`src/rtl/div_seq.sv`:
```
// rtl/div_seq.sv - sequential restoring signed divider, one quotient bit per cycle
// Macro DIV_SEQ_REM_EN enables the signed remainder on rem_o; otherwise rem_o is tied to 0.
module div_seq #(
  parameter int A_WIDTH = 25,
  parameter int B_WIDTH = 18
) (
  input  logic               clk_i,
  input  logic               rst_i,
  input  logic               valid_i,
  input  logic [A_WIDTH-1:0] a_i,
  input  logic [B_WIDTH-1:0] b_i,
  output logic               ready_o,
  output logic               valid_o,
  output logic [A_WIDTH-1:0] quot_o,
  output logic [B_WIDTH-1:0] rem_o,
  output logic               dz_o,
  output logic               ovf_o
);

  localparam int CW = $clog2(A_WIDTH + 1);

  typedef enum logic [1:0] {IDLE, CALC, FIX} state_t;

  state_t             state_q, state_d;
  logic [CW-1:0]      cnt_q;
  logic [A_WIDTH-1:0] qsh_q;
  logic [B_WIDTH:0]   prem_q;
  logic [B_WIDTH:0]   bmag_q;
  logic               a_neg_q, b_neg_q, dz_pend_q, ovf_pend_q;

  logic [A_WIDTH-1:0] a_mag;
  logic [B_WIDTH:0]   b_ext, b_mag;
  logic [B_WIDTH+1:0] trial;
  logic               q_bit;
  logic [B_WIDTH:0]   prem_nxt;
  logic               last_iter;

  // |a| fits A_WIDTH bits unsigned even for the most negative dividend
  assign a_mag = a_i[A_WIDTH-1] ? -a_i : a_i;
  assign b_ext = {b_i[B_WIDTH-1], b_i};
  assign b_mag = b_ext[B_WIDTH] ? -b_ext : b_ext;

  // dividend bits shift out of qsh_q's top while quotient bits shift in at the bottom
  assign trial    = {prem_q, qsh_q[A_WIDTH-1]};
  assign q_bit    = trial >= {1'b0, bmag_q};
  assign prem_nxt = q_bit ? (trial[B_WIDTH:0] - bmag_q) : trial[B_WIDTH:0];

  assign last_iter = (cnt_q == CW'(A_WIDTH - 1));

  always_ff @(posedge clk_i) begin
    if (rst_i) state_q <= IDLE;
    else       state_q <= state_d;
  end

  always_comb begin
    state_d = state_q;
    case (state_q)
      IDLE:    if (valid_i) state_d = CALC;
      CALC:    if (last_iter) state_d = FIX;
      FIX:     state_d = IDLE;
      default: state_d = IDLE;
    endcase
  end

  always_comb begin
    ready_o = (state_q == IDLE);
  end

  always_ff @(posedge clk_i) begin
    if (rst_i) begin
      cnt_q   <= '0;
      valid_o <= 1'b0;
      quot_o  <= '0;
      dz_o    <= 1'b0;
      ovf_o   <= 1'b0;
    end else begin
      valid_o <= 1'b0;
      case (state_q)
        IDLE: begin
          if (valid_i) begin
            cnt_q      <= '0;
            qsh_q      <= a_mag;
            prem_q     <= '0;
            bmag_q     <= b_mag;
            a_neg_q    <= a_i[A_WIDTH-1];
            b_neg_q    <= b_i[B_WIDTH-1];
            dz_pend_q  <= (b_i == '0);
            ovf_pend_q <= (a_i == {1'b1, {(A_WIDTH-1){1'b0}}}) && (&b_i);
          end
        end
        CALC: begin
          cnt_q  <= cnt_q + 1'b1;
          prem_q <= prem_nxt;
          qsh_q  <= {qsh_q[A_WIDTH-2:0], q_bit};
        end
        FIX: begin
          valid_o <= 1'b1;
          dz_o    <= dz_pend_q;
          ovf_o   <= ovf_pend_q;
          // the overflow case has equal signs, so its unnegated magnitude wraps to -2^(A_WIDTH-1)
          if (dz_pend_q)              quot_o <= '1;
          else if (a_neg_q ^ b_neg_q) quot_o <= -qsh_q;
          else                        quot_o <= qsh_q;
        end
        default: ;
      endcase
    end
  end

`ifdef DIV_SEQ_REM_EN
  always_ff @(posedge clk_i) begin
    if (rst_i) begin
      rem_o <= '0;
    end else if (state_q == FIX) begin
      if (dz_pend_q)    rem_o <= '0;
      else if (a_neg_q) rem_o <= -prem_q[B_WIDTH-1:0];
      else              rem_o <= prem_q[B_WIDTH-1:0];
    end
  end
`else
  assign rem_o = '0;
`endif

endmodule
```
`config.mk`:
```
export PLATFORM = sky130hd
export DESIGN_NAME = div_seq
export DESIGN_NICKNAME = d
export VERILOG_FILES = /design/src/rtl/div_seq.sv
export SDC_FILE = /design/constraint.sdc
export NUM_CORES = 1
export LEC_CHECK = 0
export ABC_AREA = 1
export BUFFER_PORTS_ARGS = -buffer_cell sky130_fd_sc_hd__buf_2
export CORE_UTILIZATION = 59
export CTS_CLUSTER_DIAMETER = 150
export CTS_CLUSTER_SIZE = 16
export DETAILED_ROUTE_END_ITERATION = 6
export GPL_ROUTABILITY_DRIVEN = 1
export HOLD_SLACK_MARGIN = 0.1
export PLACE_DENSITY = 0.81
export SLEW_MARGIN = 20
export SYNTH_ARGS = -nofsm -noshare
export SYNTH_HDL_FRONTEND = slang
export SYNTH_SLANG_ARGS = --single-unit
export TNS_END_PERCENT = 50
```
`constraint.sdc`:
```
create_clock -name clk_i -period 3.6 [get_ports clk_i]
set_input_delay 0.18 -clock clk_i [delete_from_list [all_inputs] [get_ports clk_i]]
set_output_delay 0.18 -clock clk_i [all_outputs]
set_load 0.01 [all_outputs]
```
==> results of run 1 <==
## stage by stage
stage	instance area [um2]	hold WS (ns)	std cells	utilization	setup WS (ns)
3_5_place_dp	7680	0.4490	1252	0.6394	1.075
5_1_grt	7964	0.1304	1269	0.6630	0.8607
4_1_cts	7959	0.1288	1269	0.6626	1.062
3_3_place_gp	7680	0.4414	1252	0.6394	1.172
6_report	7964	0.1325	1269	0.6630	1.049
2_1_floorplan	7331	0.2789	1068	-	0.5210
## routing by layer
metal,global-route usage,vias to the layer above,routed length [um]
li1,-,3469,-
met1,0.4308,2961,8429
met4,0.07193,0,197
met5,0,-,0
met2,0.4321,311,7270
met3,0.04178,16,1610
## flip-flops by register name, indices dropped and copies added, names as in the netlist
| signal | cells |
|---|---|
| qsh_q | 25 |
| state_q | 2 |
| dz_pend_q | 1 |
| quot_o | 25 |
| cnt_q | 5 |
| valid_o | 1 |
| ovf_o | 1 |
| a_neg_q | 1 |
| ovf_pend_q | 1 |
| bmag_q | 19 |
| dz_o | 1 |
| b_neg_q | 1 |
| prem_q | 19 |
## placed cells by master (no fill, tap or decap), types with 25 or more instances in the layout
cell type and instances:
sky130_fd_sc_hd__inv_1 153, sky130_fd_sc_hd__nand2_1 243, sky130_fd_sc_hd__o21ai_0 57, sky130_fd_sc_hd__buf_2 74, sky130_fd_sc_hd__nand3_1 87, sky130_fd_sc_hd__xor2_1 32
sky130_fd_sc_hd__ha_1 25, sky130_fd_sc_hd__dfxtp_1 35, sky130_fd_sc_hd__edfxtp_1 67, sky130_fd_sc_hd__nor2_1 168
## power by group
group          leakage [nW]  switching [mW]  internal (mW)
registers             0.921          0.0496           1.33
logic                  2.85           0.432          0.209
clock network         0.122           0.432          0.470
total                  3.89           0.914           2.01
## critical path: stages (launching register included)
cell and delay [ns]:
sky130_fd_sc_hd__edfxtp_1 0.39, sky130_fd_sc_hd__inv_1 0.10, sky130_fd_sc_hd__ha_1 0.24, sky130_fd_sc_hd__fa_1 0.46, sky130_fd_sc_hd__nor2_4 0.17, sky130_fd_sc_hd__nor2_4 0.06
sky130_fd_sc_hd__inv_2 0.04, sky130_fd_sc_hd__nand2_1 0.07, sky130_fd_sc_hd__nand3_2 0.08, sky130_fd_sc_hd__nand2_2 0.06, sky130_fd_sc_hd__nand2_4 0.28, sky130_fd_sc_hd__inv_2 0.16
sky130_fd_sc_hd__nor2_1 0.12, sky130_fd_sc_hd__nor2_1 0.06
## layout make-up
| type | instances | area share |
|---|---|---|
| Inverter | 164 | 0.07730 |
| Clock buffer | 11 | 0.02922 |
| Sequential cell | 102 | 0.3406 |
| Tap cell | 147 | 0.02309 |
| Timing Repair Buffer | 80 | 0.05247 |
| Clock inverter | 5 | 0.004556 |
| Multi-Input combinational cell | 760 | 0.4727 |
## logic make-up (layout without fill, tap and decap cells)
kind of cell	after synthesis	count (layout)
adder cells (fa/ha/maj)	26	26
buffers and inverters	206	260
other	1	19
AND/OR/NAND/NOR	558	558
flip-flops	102	102
XOR/XNOR	39	39
AO/OA/AOI/OAI	118	118
## worst paths after layout
kind	startpoint	end	cells after the start
hold / removal	b_i[15]	bmag_q[17]	2
setup / recovery	qsh_q[24]	prem_q[9]	13
hold reg to reg	cnt_q[4]	cnt_q[4]	1
setup reg to reg	qsh_q[24]	prem_q[9]	13
==> parameters.txt, run 1 <==
Parameter                              Value

Timing
  Final critical delay including setup and external delays    2.551 ns
  Setup repair after global routing missed its margin    no
  Final setup vio count    0
  Number of slew-limit violations in the final report    0
  Maximum clock frequency    392.0 MHz
  Final hold vios    0
  Setup TNS    0 ns
  Tightest Pin Transition    slightly below 0.7 ns
  Worst clock skew on the final layout    0.006720 ns
  Remaining max-slew budget at the tightest pin    0.5426
  Tcrit/Tclk final    0.7086

Setup path
  Crit. End Element    register
  Worst EP arrival    2.65 ns
  Req. time, crit path    3.70 ns
  Crit Path Category    reg -> reg
  Worst Path Max Fanout    28
  Crit path launch type    register
  Setup slack, reg-to-reg    ~1.0 ns

Synth
  Multiplexer share of the synthesized area    0
  Async SR Flop Fraction    0
  Most instantiated library cell after synthesis    sky130_fd_sc_hd__nand2_1
  Post-synthesis compound-gate area fraction    0.08889
  Synth top area share    0.2770
  XOR/XNOR share of the synthesized area    0.04703
  Average cell area after synthesis    6.917 um2
  Basic-gate share of the synthesized area counting and, or, nand and nor cells    0.3247
  Combinational family with the most area after synthesis    simple AND/OR/NAND/NOR gates
  Most common library cells after synthesis    243 x sky130_fd_sc_hd__nand2_1, 170 x sky130_fd_sc_hd__nor2_1, 153 x sky130_fd_sc_hd__inv_1
  Count of warnings emitted by yosys    0
  Post-synthesis register bit count    approximately 100
  Netlist area before placement    a little over 7000 um2
  Sequential-to-total area share from yosys stat    0.3735
  Adder-Cell Fraction of Synth Area    0.04582
  Primary flip-flop cell chosen by synthesis mapping    sky130_fd_sc_hd__edfxtp_1
  Distinct cells, synth    43
  Post-synthesis instance total    ~1100
  Synth top area cells    sky130_fd_sc_hd__edfxtp_1 28%, sky130_fd_sc_hd__nand2_1 13%, sky130_fd_sc_hd__dfxtp_1 9.6%
  Number of enable flip-flop cells after synthesis    67
  Cell type with the highest aggregate area in the netlist    sky130_fd_sc_hd__edfxtp_1

Clock tree
  Number of buffers added by the clock tree synthesis step    9
  Root buf cell    sky130_fd_sc_hd__clkbuf_16
  Maximum level of the CTS H-tree    3
  Post-CTS Resized    0
  CTS Hold Buffers Added    1
  Total number of clock tree sinks    ~100
  Skew-Pair Late Insertion Delay    0.35 ns
  Clock tree from TritonCTS    yes
  Clock Path Buffers    2
  Buffer count from post-CTS setup fixing    0
  Register clock-pin slew on the reported worst setup and hold paths    0.07 ns

Place
  Final RePlAce weighted congestion    0.9819
  Buffers added on ports    74
  Half-perimeter wire length after detailed placement    13.35 mm

Die
  Total number of placement rows    40
  Starting Density    0.6047
  Die Y    113.0 um
  Overall die area    12760 um2
  Die X-Extent    113.0 um
  Ports placed on the boundary    a little over 90
  Core area    12010 um2

Layout
  Total of fill cells in the finished design    1069
  Area of the multi-input gates    3765 um2
  Antenna cell count    0
  Post-synthesis to final-layout area growth    9.647%
  Share of cells above drive strength 1    0.1061
  Post-layout nets    1189
  Sequential cell area    around 2700 um2

GRT
  Total global routing track utilization    0.2859
  Maximum number of pins on one net before global-route repair    45
  Total global routing overflow    0
  Wire length of the first global-routing pass    28.64 mm
  Initial antenna violation count    0
  Via count of the first global-routing pass    5927

Drt
  Detailed Route WL    17.51 mm
  Number of iterations in the first detailed-routing pass    6
  Via density per instance    5.325
  Antenna-violating nets left    0
  DRC violation count after routing    0
  Initial DRC count    613
  Total number of vias    roughly 6800
  Routed len/inst    13.80 um

Pwr
  P per Cell Area    366.7 nW/um2
  Peak VDD IR    about 250 uV
  Leakage power    3.893 nW
  Overall power    between 2 and 3 mW

Status
  Run status    finished clean

Min path
  Worst hold path class    in -> reg

Flow run
  Max-capacitance violation count    0
Note: power is estimated with default switching activity, not from simulation.
==> inputs of run 2 (changes only) <==
--- a/config.mk
+++ b/config.mk
@@ -7,13 +7,13 @@
 export LEC_CHECK = 0
 export ABC_AREA = 1
 export BUFFER_PORTS_ARGS = -buffer_cell sky130_fd_sc_hd__buf_2
-export CORE_UTILIZATION = 59
+export CORE_UTILIZATION = 53
 export CTS_CLUSTER_DIAMETER = 150
 export CTS_CLUSTER_SIZE = 16
 export DETAILED_ROUTE_END_ITERATION = 6
 export GPL_ROUTABILITY_DRIVEN = 1
 export HOLD_SLACK_MARGIN = 0.1
-export PLACE_DENSITY = 0.81
+export PLACE_DENSITY = 0.77
 export SLEW_MARGIN = 20
 export SYNTH_ARGS = -nofsm -noshare
 export SYNTH_HDL_FRONTEND = slang
==> constraint.sdc (replaced) <==
create_clock -name clk_i -period 2.3 [get_ports clk_i]
set_input_delay 0.115 -clock clk_i [delete_from_list [all_inputs] [get_ports clk_i]]
set_output_delay 0.115 -clock clk_i [all_outputs]
set_load 0.01 [all_outputs]
==> parameters.txt, run 2 (synthesis gave the netlist of run 1 again) <==
Parameter                              Value

Setup path
  Endpoint of the most critical register-to-register path    prem_q[7]
  Crit Path Category    reg -> reg
  Crit. End Element    register
  Start of the worst register-to-register path    prem_q[10]
  Crit path launch type    register
  Worst Path Max Fanout    6
  Number of cells traversed by the worst register-to-register path    10
  Start point of the critical path    prem_q[10]
  Crit path capture    prem_q[7]
  Req. time, crit path    2.40 ns
  Setup slack, reg-to-reg    0.12 ns
  Worst EP arrival    2.28 ns

Place
  Buffers added on ports    74
  Half-perimeter wire length after detailed placement    between 10 and 15 mm
  Cell area after placement    a little under 8000 um2
  Number of instances in the placed design    1294
  Worst setup slack before clock tree synthesis    -0.000005551 ns
  Final RePlAce weighted congestion    0.9409

Flow run
  Max-capacitance violation count    0

Pwr
  Leakage power    4.043 nW
  Overall power    4.780 mW
  P per Cell Area    574.1 nW/um2
  Peak VDD IR    389.5 uV

Timing
  Remaining max-slew budget at the tightest pin    0.5951
  Number of slew-limit violations in the final report    0
  Tcrit/Tclk final    0.9480
  Final critical delay including setup and external delays    ~2.2 ns
  Final hold vios    0
  Setup repair after global routing missed its margin    no
  Final setup vio count    0
  Maximum clock frequency    458.6 MHz
  Tightest Pin Transition    0.6027 ns
  Worst clock skew on the final layout    approximately 0.0084 ns
  Final critical-path setup slack    0.1195 ns
  Setup TNS    0 ns

Drt
  Detailed Route WL    18.49 mm
  Initial DRC count    approximately 580
  DRC violation count after routing    0
  Total number of vias    6941
  Number of iterations in the first detailed-routing pass    6
  Via density per instance    5.242
  Antenna-violating nets left    0
  Routed len/inst    roughly 14 um

Layout
  Post-layout nets    1215
  Final Instance Count excl. Fillers    1324
  Post-synthesis to final-layout area growth    14.63%
  Post-Layout Inst Area    8325 um2
  Area of the multi-input gates    3805 um2
  Most used cells in the layout excluding fill and tap cells    241 x sky130_fd_sc_hd__nand2_1, 167 x sky130_fd_sc_hd__nor2_1, 152 x sky130_fd_sc_hd__inv_1, 87 x sky130_fd_sc_hd__nand3_1, 74 x sky130_fd_sc_hd__buf_2
  Sequential cell area    2713 um2
  Largest registers    qsh_q (25), quot_o (25)
  Total of fill cells in the finished design    ~1300
  Share of cells above drive strength 1    0.1263
  Most common cell after layout, fill and taps aside    sky130_fd_sc_hd__nand2_1
  Antenna cell count    0

Clock tree
  Maximum level of the CTS H-tree    3
  Root buf cell    sky130_fd_sc_hd__clkbuf_16
  Skew-Pair Late Insertion Delay    0.35 ns
  Clock Path Buffers    2
  Register clock-pin slew on the reported worst setup and hold paths    0.06 ns
  Number of buffers added by the clock tree synthesis step    9
  Clock tree from TritonCTS    yes
  Total number of clock tree sinks    102

Die
  Starting Density    0.5463
  Overall die area    14180 um2
  Core area    13300 um2
  Total number of placement rows    between 40 and 50
  Die X-Extent    119.1 um
  Ports placed on the boundary    93
  Die Y    119.1 um

GRT
  Maximum number of pins on one net before global-route repair    between 40 and 50
  Wire length of the first global-routing pass    30.50 mm
  Via count of the first global-routing pass    around 6300
  Initial antenna violation count    0
  Total global routing overflow    0
  Total global routing track utilization    0.2710

Min path
  Worst hold path class    in -> reg

Status
  Run status    finished clean
==> run 2: cell count changes in the layout (fill, tap and decap cells not counted), sizes merged <==
cell	delta
clkinvlp	-1
dlygate4sd3	+10
bufinv	+1
clkinv	+1
buf	+15
==> run 2: per-stage QoR <==
stage,util,hold WS (ns)
after CTS,0.6198,0.1076
after global routing,0.6262,0.1198
final,0.6262,0.1126
after global placement,0.5896,0.3996
after floorplan,-,0.2139
after detailed placement,0.5896,0.3993
==> run 2: how the worst min path moves through the flow <==
stage,end,cells after the start,from,slack (ns)
finish,bmag_q[4],2,b_i[4],0.11
global route,bmag_q[4],2,b_i[4],0.12
CTS,bmag_q[4],2,b_i[4],0.11
detailed placement,bmag_q[0],1,b_i[0],0.40
global placement,bmag_q[0],1,b_i[0],0.40
floorplan,a_neg_q,0,a_i[24],0.21
==> run 2: cell type report <==
| type | count | share of cell area |
|---|---|---|
| Clock inverter | 6 | 0.007514 |
| Clock buffer | 10 | 0.02750 |
| Multi-Input combinational cell | 760 | 0.4570 |
| Tap cell | 176 | 0.02645 |
| Sequential cell | 102 | 0.3258 |
| Timing Repair Buffer | 106 | 0.08176 |
| Inverter | 164 | 0.07394 |
==> run 2: what timing repair did <==
action,in CTS,in global routing
setup buffers,0,2
hold endpoints to repair,11,0
hold buffers,11,0
pin swaps,0,3
endpoints found under the setup margin,1,19
resized for setup,1,11
cloned,0,1
==> run 2: metal layers <==
| metal | global-route usage | up-vias | part of all wire |
|---|---|---|---|
| met5 | 0 | - | 0 |
| met4 | 0.06804 | 0 | 0.014 |
| met3 | 0.04215 | 22 | 0.085 |
| met2 | 0.3979 | 283 | 0.41 |
| met1 | 0.4124 | 3116 | 0.49 |
| li1 | - | 3520 | - |
==> run 2: worst max-delay path, cell delays in order, from the launching register on <==
cell and delay (ns):
sky130_fd_sc_hd__edfxtp_1 0.39, sky130_fd_sc_hd__ha_1 0.39, sky130_fd_sc_hd__nand2_2 0.14, sky130_fd_sc_hd__inv_2 0.04, sky130_fd_sc_hd__a21oi_1 0.25, sky130_fd_sc_hd__nand3_2 0.13, sky130_fd_sc_hd__nand2_2 0.10, sky130_fd_sc_hd__nand2_4 0.10
sky130_fd_sc_hd__buf_4 0.16, sky130_fd_sc_hd__o21ai_1 0.16, sky130_fd_sc_hd__nor2_1 0.08
==> run 2: power breakdown <==
group          leakage [nW]  total (mW)  switching, mW  internal [mW]
clock network         0.136        1.53          0.689          0.841
registers             0.921        2.16         0.0784           2.08
logic                  2.99        1.09          0.701          0.394
==> inputs of run 3 (changes only) <==
--- a/config.mk
+++ b/config.mk
@@ -14,6 +14,7 @@
 export GPL_ROUTABILITY_DRIVEN = 1
 export HOLD_SLACK_MARGIN = 0.1
 export PLACE_DENSITY = 0.77
+export REMOVE_ABC_BUFFERS = 1
 export SLEW_MARGIN = 20
 export SYNTH_ARGS = -nofsm -noshare
 export SYNTH_HDL_FRONTEND = slang
==> parameters.txt, run 3 (synthesis gave the netlist of run 1 again) <==
Parameter                              Value

Drt
  Routed len/inst    14.04 um
  Initial DRC count    567
  Number of iterations in the first detailed-routing pass    5
  DRC violation count after routing    0
  Via density per instance    5.193
  Total number of vias    6875
  Antenna-violating nets left    0
  Detailed Route WL    18.59 mm

Timing
  Remaining max-slew budget at the tightest pin    0.6394
  Final setup vio count    0
  Worst clock skew on the final layout    0.008568 ns
  Tcrit/Tclk final    0.9456
  Final critical delay including setup and external delays    2.175 ns
  Final hold slack    0.1085 ns
  Tightest Pin Transition    0.5408 ns
  Number of slew-limit violations in the final report    0
  Maximum clock frequency    459.8 MHz
  Final critical-path setup slack    between 0.1 and 0.15 ns
  Final hold vios    0

GRT
  Via count of the first global-routing pass    6288
  Maximum number of pins on one net before global-route repair    45
  Total global routing overflow    0
  Total global routing track utilization    0.2689
  Wire length of the first global-routing pass    29.97 mm
  Initial antenna violation count    0

Layout
  Post-synthesis to final-layout area growth    14.02%
  Post-layout nets    1215
  Largest registers    qsh_q (25), quot_o (25)
  Final Instance Count excl. Fillers    1324
  Most used cells in the layout excluding fill and tap cells    242 x sky130_fd_sc_hd__nand2_1, 167 x sky130_fd_sc_hd__nor2_1, 153 x sky130_fd_sc_hd__inv_1, 87 x sky130_fd_sc_hd__nand3_1, 74 x sky130_fd_sc_hd__buf_2
  Antenna cell count    0
  Share of cells above drive strength 1    0.1246
  Most common cell after layout, fill and taps aside    sky130_fd_sc_hd__nand2_1

Clock tree
  Total number of clock tree sinks    102
  Maximum level of the CTS H-tree    3
  Clock tree from TritonCTS    yes
  Skew-Pair Late Insertion Delay    0.36 ns
  Register clock-pin slew on the reported worst setup and hold paths    0.07 ns
  Clock Path Buffers    2
  Number of buffers added by the clock tree synthesis step    9
  Root buf cell    sky130_fd_sc_hd__clkbuf_16

Pwr
  P per Cell Area    570.2 nW/um2
  Leakage power    ~4.0 nW
  Overall power    4.722 mW
  Peak VDD IR    459.1 uV

Place
  Final RePlAce weighted congestion    ~0.93
  Number of instances in the placed design    1297
  Buffers added on ports    74
  Worst setup slack before clock tree synthesis    -0.02368 ns
  Half-perimeter wire length after detailed placement    14.04 mm

Setup path
  Number of cells on the critical path    10
  Family with the most delay on the worst path    simple AND/OR/NAND/NOR gates
  Crit. End Element    register
  Crit path launch type    register
  Most used cell along the critical path    sky130_fd_sc_hd__nor2_1
  Number of buffers and inverters on the critical path    2
  Stage delay of the slowest cell on the critical path    0.42 ns
  Ordered list of cells on the worst path    ha_1 -> nand2_1 -> nor2_1 -> inv_1 -> nor2_1 -> nand2_4 -> nand2_8 -> inv_2 -> nor2_1 -> nor2_1
  Endpoint of the most critical register-to-register path    prem_q[9]
  Number of cells traversed by the worst register-to-register path    10
  Req. time, crit path    2.42 ns
  Worst Path Max Fanout    11
  CP max-delay cell    sky130_fd_sc_hd__edfxtp_1
  Worst EP arrival    2.30 ns
  Setup slack, reg-to-reg    about 0.13 ns
  Start of the worst register-to-register path    prem_q[13]
  Crit Path Category    reg -> reg

Die
  Starting Density    0.5463
  Overall die area    14180 um2
  Die X-Extent    roughly 120 um
  Total number of placement rows    42
  Core area    about 13000 um2
  Die Y    119.1 um
  Ports placed on the boundary    93

Min path
  Number of cells traversed by the worst hold path    2
  Worst hold path class    in -> reg
  Worst hold start    b_i[11]
  End point of the most critical hold path    bmag_q[11]

Flow run
  Max-capacitance violation count    0

Status
  Run status    finished clean
==> run 3: changes by cell type in the layout (fill, tap and decap cells not counted), sizes merged <==
cell / previous run / this run
clkinv: 6 / 5
inv: 161 / 165
clkinvlp: 2 / 1
dlygate4sd3: 11 / 10
clkbuf: 11 / 9
nand2: 252 / 253
bufinv: 1 / 0
buf: 94 / 95
==> run 3: worst max path at each step <==
stage	start	endpoint	slack, ns
2_1_floorplan	state_q[1]	prem_q[0]	-1.59
3_3_place_gp	qsh_q[24]	prem_q[0]	0.05
3_5_place_dp	qsh_q[24]	prem_q[8]	-0.02
4_1_cts	qsh_q[24]	prem_q[8]	0.05
5_1_grt	prem_q[12]	prem_q[5]	-0.03
6_report	prem_q[13]	prem_q[9]	0.13
==> run 3: through the flow <==
step             util  TNS [ns]  cell area, um2
2_1_floorplan       -    -70.59            7078
3_3_place_gp   0.5894         0            7836
3_5_place_dp   0.5894  -0.09280            7836
4_1_cts        0.6197         0            8239
5_1_grt        0.6229  -0.06750            8282
6_report       0.6229         0            8282
==> run 3: worst register-to-register path, delay by kind of cell, from the launching register on <==
family	cells	cell delay, ns
fa+ha+maj	1	0.38
buf+inv	2	0.21
flops	1	0.42
simple gates	7	0.92
==> run 3: power by group <==
group	leakage (nW)	internal (mW)	switching (mW)	total [mW]
Combinational	2.99	0.373	0.692	1.07
Sequential	0.921	2.08	0.0724	2.15
Clock	0.142	0.761	0.747	1.51
==> run 3: metal layers <==
| layer | routed length [um] | track usage |
|---|---|---|
| met5 | 0 | 0 |
| met4 | 306 | 0.06250 |
| met3 | 1220 | 0.05747 |
| met2 | 8301 | 0.4339 |
| met1 | 8757 | 0.3677 |
==> run 3: layout make-up <==
type / count / area (um2)
repair buffers: 105 / 628.1
fillers: 1241 / 5014
clock buffers: 9 / 225.2
inverters: 164 / 615.6
multi-input cells: 761 / 3814
flip-flops and latches: 102 / 2713
well taps: 176 / 220.2
clock inverters: 7 / 66.31
==> run 3: timing repair <==
action / in CTS / in global routing
endpoints found under the setup margin: 9 / 18
buffers inserted: 0 / 0
gates resized for setup: 2 / 8
gates cloned: 0 / 1
pin swaps: 0 / 4
hold endpoints to repair: 10 / 0
hold buffers: 10 / 0
